## src/rtl/srlatch_write_ctrl.sv

```systemverilog
// Write sequencer for a bank of gated SR latches.
// Arbitrates round-robin between requesters and drives a registered
// SETUP -> PULSE -> HOLD waveform, then checks Q readback against the written bits.
module srlatch_write_ctrl #(
    parameter int unsigned WIDTH        = 8,
    parameter int unsigned NREQ         = 2,
    parameter int unsigned SETUP_CYCLES = 1,
    parameter int unsigned PULSE_CYCLES = 2,
    parameter int unsigned HOLD_CYCLES  = 1
) (
    input  logic                  clk,
    input  logic                  rst_n,
    input  logic [NREQ-1:0]       req,
    input  logic [NREQ*WIDTH-1:0] wdata,
    input  logic [NREQ*WIDTH-1:0] wmask,
    output logic [NREQ-1:0]       gnt,
    output logic [NREQ-1:0]       done,
    output logic                  err,
    output logic                  busy,
    output logic [WIDTH-1:0]      lat_S,
    output logic [WIDTH-1:0]      lat_R,
    output logic                  lat_C,
    input  logic [WIDTH-1:0]      lat_Q
);

    localparam int unsigned PtrW = (NREQ > 1) ? $clog2(NREQ) : 1;

    // Counter reload values: a phase of N cycles counts N-1 down to 0
    localparam logic [7:0] SetupLd = 8'(SETUP_CYCLES - 1);
    localparam logic [7:0] PulseLd = 8'(PULSE_CYCLES - 1);
    localparam logic [7:0] HoldLd  = 8'(HOLD_CYCLES - 1);

    typedef enum logic [2:0] {
        StIdle,
        StSetup,
        StPulse,
        StHold,
        StCheck
    } state_e;

    state_e            state_q, state_d;
    logic [7:0]        cnt_q, cnt_d;
    logic [PtrW-1:0]   ptr_q, ptr_d;
    logic [PtrW-1:0]   owner_q, owner_d;
    logic [WIDTH-1:0]  d_q, d_d;
    logic [WIDTH-1:0]  m_q, m_d;
    logic [WIDTH-1:0]  lat_s_q, lat_s_d;
    logic [WIDTH-1:0]  lat_r_q, lat_r_d;
    logic              lat_c_q, lat_c_d;
    logic [NREQ-1:0]   done_q, done_d;
    logic              err_q, err_d;

    logic              win_vld;
    logic [PtrW-1:0]   win_idx;

    // Round-robin pick: lowest set request above the pointer, else wrap to the lowest overall
    always_comb begin
        win_vld = 1'b0;
        win_idx = '0;
        for (int unsigned i = 0; i < NREQ; i++) begin
            if (!win_vld && req[i] && (i > 32'(ptr_q))) begin
                win_vld = 1'b1;
                win_idx = PtrW'(i);
            end
        end
        for (int unsigned i = 0; i < NREQ; i++) begin
            if (!win_vld && req[i] && (i <= 32'(ptr_q))) begin
                win_vld = 1'b1;
                win_idx = PtrW'(i);
            end
        end
    end

    // Grant is only offered while idle, so a transfer always starts a fresh sequence
    always_comb begin
        gnt = '0;
        if ((state_q == StIdle) && win_vld) begin
            gnt[win_idx] = 1'b1;
        end
    end

    // Next-state, phase counter and capture of the granted request
    always_comb begin
        state_d = state_q;
        cnt_d   = cnt_q;
        ptr_d   = ptr_q;
        owner_d = owner_q;
        d_d     = d_q;
        m_d     = m_q;
        unique case (state_q)
            StIdle: begin
                if (win_vld) begin
                    state_d = StSetup;
                    cnt_d   = SetupLd;
                    d_d     = wdata[win_idx*WIDTH +: WIDTH];
                    m_d     = wmask[win_idx*WIDTH +: WIDTH];
                    owner_d = win_idx;
                    ptr_d   = win_idx;
                end
            end
            StSetup: begin
                if (cnt_q == 8'd0) begin
                    state_d = StPulse;
                    cnt_d   = PulseLd;
                end else begin
                    cnt_d = cnt_q - 8'd1;
                end
            end
            StPulse: begin
                if (cnt_q == 8'd0) begin
                    state_d = StHold;
                    cnt_d   = HoldLd;
                end else begin
                    cnt_d = cnt_q - 8'd1;
                end
            end
            StHold: begin
                if (cnt_q == 8'd0) begin
                    state_d = StCheck;
                end else begin
                    cnt_d = cnt_q - 8'd1;
                end
            end
            StCheck: begin
                state_d = StIdle;
            end
            default: begin
                state_d = StIdle;
            end
        endcase
    end

    // Latch-side outputs derived from the next state so they are registered, not decoded
    always_comb begin
        lat_s_d = '0;
        lat_r_d = '0;
        lat_c_d = 1'b0;
        done_d  = '0;
        err_d   = 1'b0;
        // S and R come from complementary data under the same mask, so they never overlap
        if (state_d != StIdle) begin
            lat_s_d = d_d & m_d;
            lat_r_d = ~d_d & m_d;
        end
        if (state_d == StPulse) begin
            lat_c_d = 1'b1;
        end
        // Q is sampled at the end of HOLD, after the latch has closed
        if (state_d == StCheck) begin
            done_d[owner_d] = 1'b1;
            err_d           = |((lat_Q ^ d_q) & m_q);
        end
    end

    // All state and registered outputs; reset drops lat_C immediately
    always_ff @(posedge clk or negedge rst_n) begin
        if (!rst_n) begin
            state_q <= StIdle;
            cnt_q   <= '0;
            ptr_q   <= PtrW'(NREQ - 1);
            owner_q <= '0;
            d_q     <= '0;
            m_q     <= '0;
            lat_s_q <= '0;
            lat_r_q <= '0;
            lat_c_q <= 1'b0;
            done_q  <= '0;
            err_q   <= 1'b0;
        end else begin
            state_q <= state_d;
            cnt_q   <= cnt_d;
            ptr_q   <= ptr_d;
            owner_q <= owner_d;
            d_q     <= d_d;
            m_q     <= m_d;
            lat_s_q <= lat_s_d;
            lat_r_q <= lat_r_d;
            lat_c_q <= lat_c_d;
            done_q  <= done_d;
            err_q   <= err_d;
        end
    end

    assign lat_S = lat_s_q;
    assign lat_R = lat_r_q;
    assign lat_C = lat_c_q;
    assign done  = done_q;
    assign err   = err_q;
    assign busy  = (state_q != StIdle);

endmodule

```

## config.mk

```make
export PLATFORM = sky130hd
export DESIGN_NAME = srlatch_write_ctrl
export DESIGN_NICKNAME = d
export VERILOG_FILES = /design/src/rtl/srlatch_write_ctrl.sv
export SDC_FILE = /design/constraint.sdc
export NUM_CORES = 1
export LEC_CHECK = 0
export CAP_MARGIN = 20
export CORE_MARGIN = 2
export CORE_UTILIZATION = 42
export DETAILED_ROUTE_END_ITERATION = 16
export PLACE_DENSITY_LB_ADDON = 0.25
export SLEW_MARGIN = 0
export SYNTH_ARGS = -nofsm -noshare
export SYNTH_HDL_FRONTEND = slang
export SYNTH_SLANG_ARGS = --single-unit
export TNS_END_PERCENT = 50
```

## constraint.sdc

```tcl
create_clock -name clk -period 1.88 [get_ports clk]
set_input_delay 0.282 -clock clk [delete_from_list [all_inputs] [get_ports clk]]
set_output_delay 0.282 -clock clk [all_outputs]
set_load 0.01 [all_outputs]
```

==> reports/qor.yml <==
status:
  status: "completed"
critical_path:
  crit_path_max_fanout: 4
  max_stage_delay_ns: 0.45
  worstSetupStartpointType: "flop"
  cp-end-kind: "output port"
  crit_type: "flop to output port"
  cp.required_ns: 1.60
  r2r_slack_ns: 0.11
  arrival_ns: 1.53
  cp_cell_sequence: "nor3_4 -> and3_1 -> dlygate4sd2_1"
  r2r-end: "cnt_q[6]"
  worst_path_max_delay_cell: "dfrtp_2"
  crit-reg2reg-launch: "cnt_q[0]"
  reg2reg_depth: 6
sta:
  rsz0062_at_grt: "false"
  finalCritPeriodShare_pct: 96.33
  skew_ns: 0.01264
  fin_ws_ns: 0.06909
  finalSetupViolCount: 0
  tightest_slew_ns: 0.4686
  finalMaxSlewViolations: 0
  max_freq_ghz: 0.5522
  hold_viol: 0
  finalCriticalPeriod_ns: 1.811
  relSlewSlack_pct: 68.76
logic_synthesis:
  async_flop_share_pct: 100.0
  synth_ff_type: "dfrtp_1"
  synth_edf_count: 0
  synth_cell_types: 53
  yosys.area.top_type: "dfrtp_1"
  synth_top_area_share_pct: 52.72
  synth_warnings: 0
  synth_compound_area_share_pct: 17.79
  synth_nets: 242
  synth_top_family_by_area: "compound AO/OA/AOI/OAI gates"
  yosysSeqAreaShare_pct: 53.87
  synthTopCellsByCount: "dfrtp_1 (48), inv_1 (13), nor3b_1 (9), xor2_1 (9)"
  netlist_area_um2: 2278
  synth.area.top_cells: "dfrtp_1 (53%), a221o_1 (3.5%), a222oi_1 (3.5%), xor2_1 (3.5%), nor3b_1 (3.0%)"
  synth_fa_ha_area_share_pct: 1.098
  synth_cells: 196
  synthMuxAreaShare_pct: 0.4393
  yosys.area_share.simple_pct: 16.47
  syn_area_per_cell_um2: 11.62
  synth_xor_area_share_pct: 3.460
  synth-seq-cells: 49
  yosysMostFrequentCell: "dfrtp_1"
floorplanning:
  fp.dieH_um: 77.66
  core_area_um2: 5172
  io_pins: 67
  dieArea_um2: 6030
  start_util_pct: 44.05
  row_count: 26
  fp.dieW_um: 77.66
cts:
  root_buffer: "clkbuf_8"
  tritoncts: "yes"
  cts_buffer_depth: 2
  cts_buffers: 5
  path_clk_slew_ns: 0.10
  h-tree-depth: 2
  clock_sinks: 49
  clock_latency_ns: 0.30
power:
  powerDensity_nw_per_um2: 1492
  switching_share_pct: 34.48
  cell_internal_pwr_uw: 3229
  p_total_uw: 4927
  pwr-share-seq_pct: 35.8
  p_clk_share_pct: 15.8
  p_switching_uw: 1699
  cellLeakagePower_uw: 0.001497
  peakVddDrop_uv: 707.6
  combPwrFrac_pct: 48.5
global_routing:
  overflow: 0
  antenna_found_initial: 0
  grtUsageTotal_pct: 20.16
  grt_max_degree: 50
  grt_pass1_vias: 1942
  grt_pass1_wl_um: 9535
drt:
  num_vias: 1895
  wl_per_cell_um: 15.99
  final_antenna_net_count: 0
  routed_wl_um: 5707
  drt_pre_antenna_iters: 4
  via_per_inst: 5.308
  drt_iter0_drc: 130
  drc: 0
placement:
  place_hpwl_um: 4281
  preCtsSetupSlack_ns: -0.1223
  io_buffers: 66
  gp_congestion: 0.8212
min_path:
  hold_path_class: "input pin to async pin"
job:
  max-cap-violations: 0
layout:
  nets: 332
  drive_above_1_share_pct: 18.12
  num_antenna_cells: 0
  area_delta_synth_final_pct: 44.98
[placed cells by master (no fill, tap or decap), types with 4 or more instances in the layout]
cell type / n
a21oi_1: 8
clkbuf_8: 6
buf_4: 28
or3_1: 4
dfrtp_1: 47
nor3b_1: 8
or4_1: 4
nor2_1: 7
nor3_1: 8
nand2_1: 4
a221o_1: 8
a222oi_1: 8
xor2_1: 9
clkdlybuf4s50_1: 62
inv_1: 13
o31ai_1: 4
a21boi_1: 7
[layout make-up]
| type | instances | area (µm²) |
|---|---|---|
| flip-flops and latches | 49 | 1229 |
| clock buffers | 6 | 82.58 |
| repair buffers | 97 | 907.1 |
| multi-input cells | 119 | 907.1 |
| clock inverters | 2 | 37.54 |
| well taps | 70 | 87.58 |
| fillers | 408 | 1869 |
| inverters | 14 | 52.55 |
[timing repair]
action	CTS	global route
buffers inserted	0	3
endpoints found under the setup margin	4	5
hold buffers	1	0
hold endpoints to repair	48	0
pin swaps	0	1
resized for setup	4	4
[per-layer routing]
| layer | wire length (µm) | track usage (%) | vias up |
|---|---|---|---|
| met4 | 109 | 9.464 | 0 |
| met2 | 2865 | 32.76 | 58 |
| li1 | - | - | 907 |
| met5 | 0 | 0 | - |
| met3 | 320 | 3.721 | 10 |
| met1 | 2412 | 26.04 | 920 |
[power by group through the flow]
stage               logic (µW)  registers, µW  clock network (µW)
floorplan                 1330           1790                   0
global placement          2260           1760                   0
detailed placement        2330           1770                   0
CTS                       2350           1760                 789
global route              2630           1810                 851
finish                    2390           1760                 777
[how the worst max path moves through the flow]
| stage | slack, ns | from | to |
|---|---|---|---|
| 2_1_floorplan | 0.1 | cnt_q[0] | cnt_q[3] |
| 3_3_place_gp | -0.08 | req[0] | lat_R[5] |
| 3_5_place_dp | -0.12 | req[1] | cnt_q[4] |
| 4_1_cts | -0.10 | state_q[0] | busy |
| 5_1_grt | 0.002 | cnt_q[0] | cnt_q[4] |
| 6_report | 0.07 | state_q[0] | gnt[1] |
[per-stage QoR]
stage               setup TNS [ns]  cell area, µm²  hold WS [ns]  instances  util, %
detailed placement          -2.401            3133        0.2849        345    60.57
floorplan                        0            2278      -0.01359        196        -
global route                     0            3303        0.5224        357    63.86
global placement            -1.405            3133        0.2850        345    60.57
CTS                        -0.1018            3269        0.4927        354    63.21
finish                           0            3303        0.4918        357    63.86
[flip-flops by register name (all words and copies together), names as in the netlist]
name / flops
d_q: 8
state_q: 3
m_q: 8
cnt_q: 8
ptr_q: 1
lat_C: 1
lat_S: 8
owner_q: 1
err: 1
lat_R: 8
done: 2
[kinds of logic after synthesis]
| logic type | after synthesis |
|---|---|
| simple gates | 57 |
| compound gates | 50 |
| flops | 49 |
| buf+inv | 28 |
| xor+xnor | 9 |
| fa+ha+maj | 2 |
| mux | 1 |
[worst max-delay path, delay by kind of cell (launching register included)]
kind	cells	cell delay [ns]
flip-flops	1	0.45
AND/OR/NAND/NOR	2	0.46
buffers and inverters	1	0.32
No activity file was read; power rests on OpenSTA's default activity.
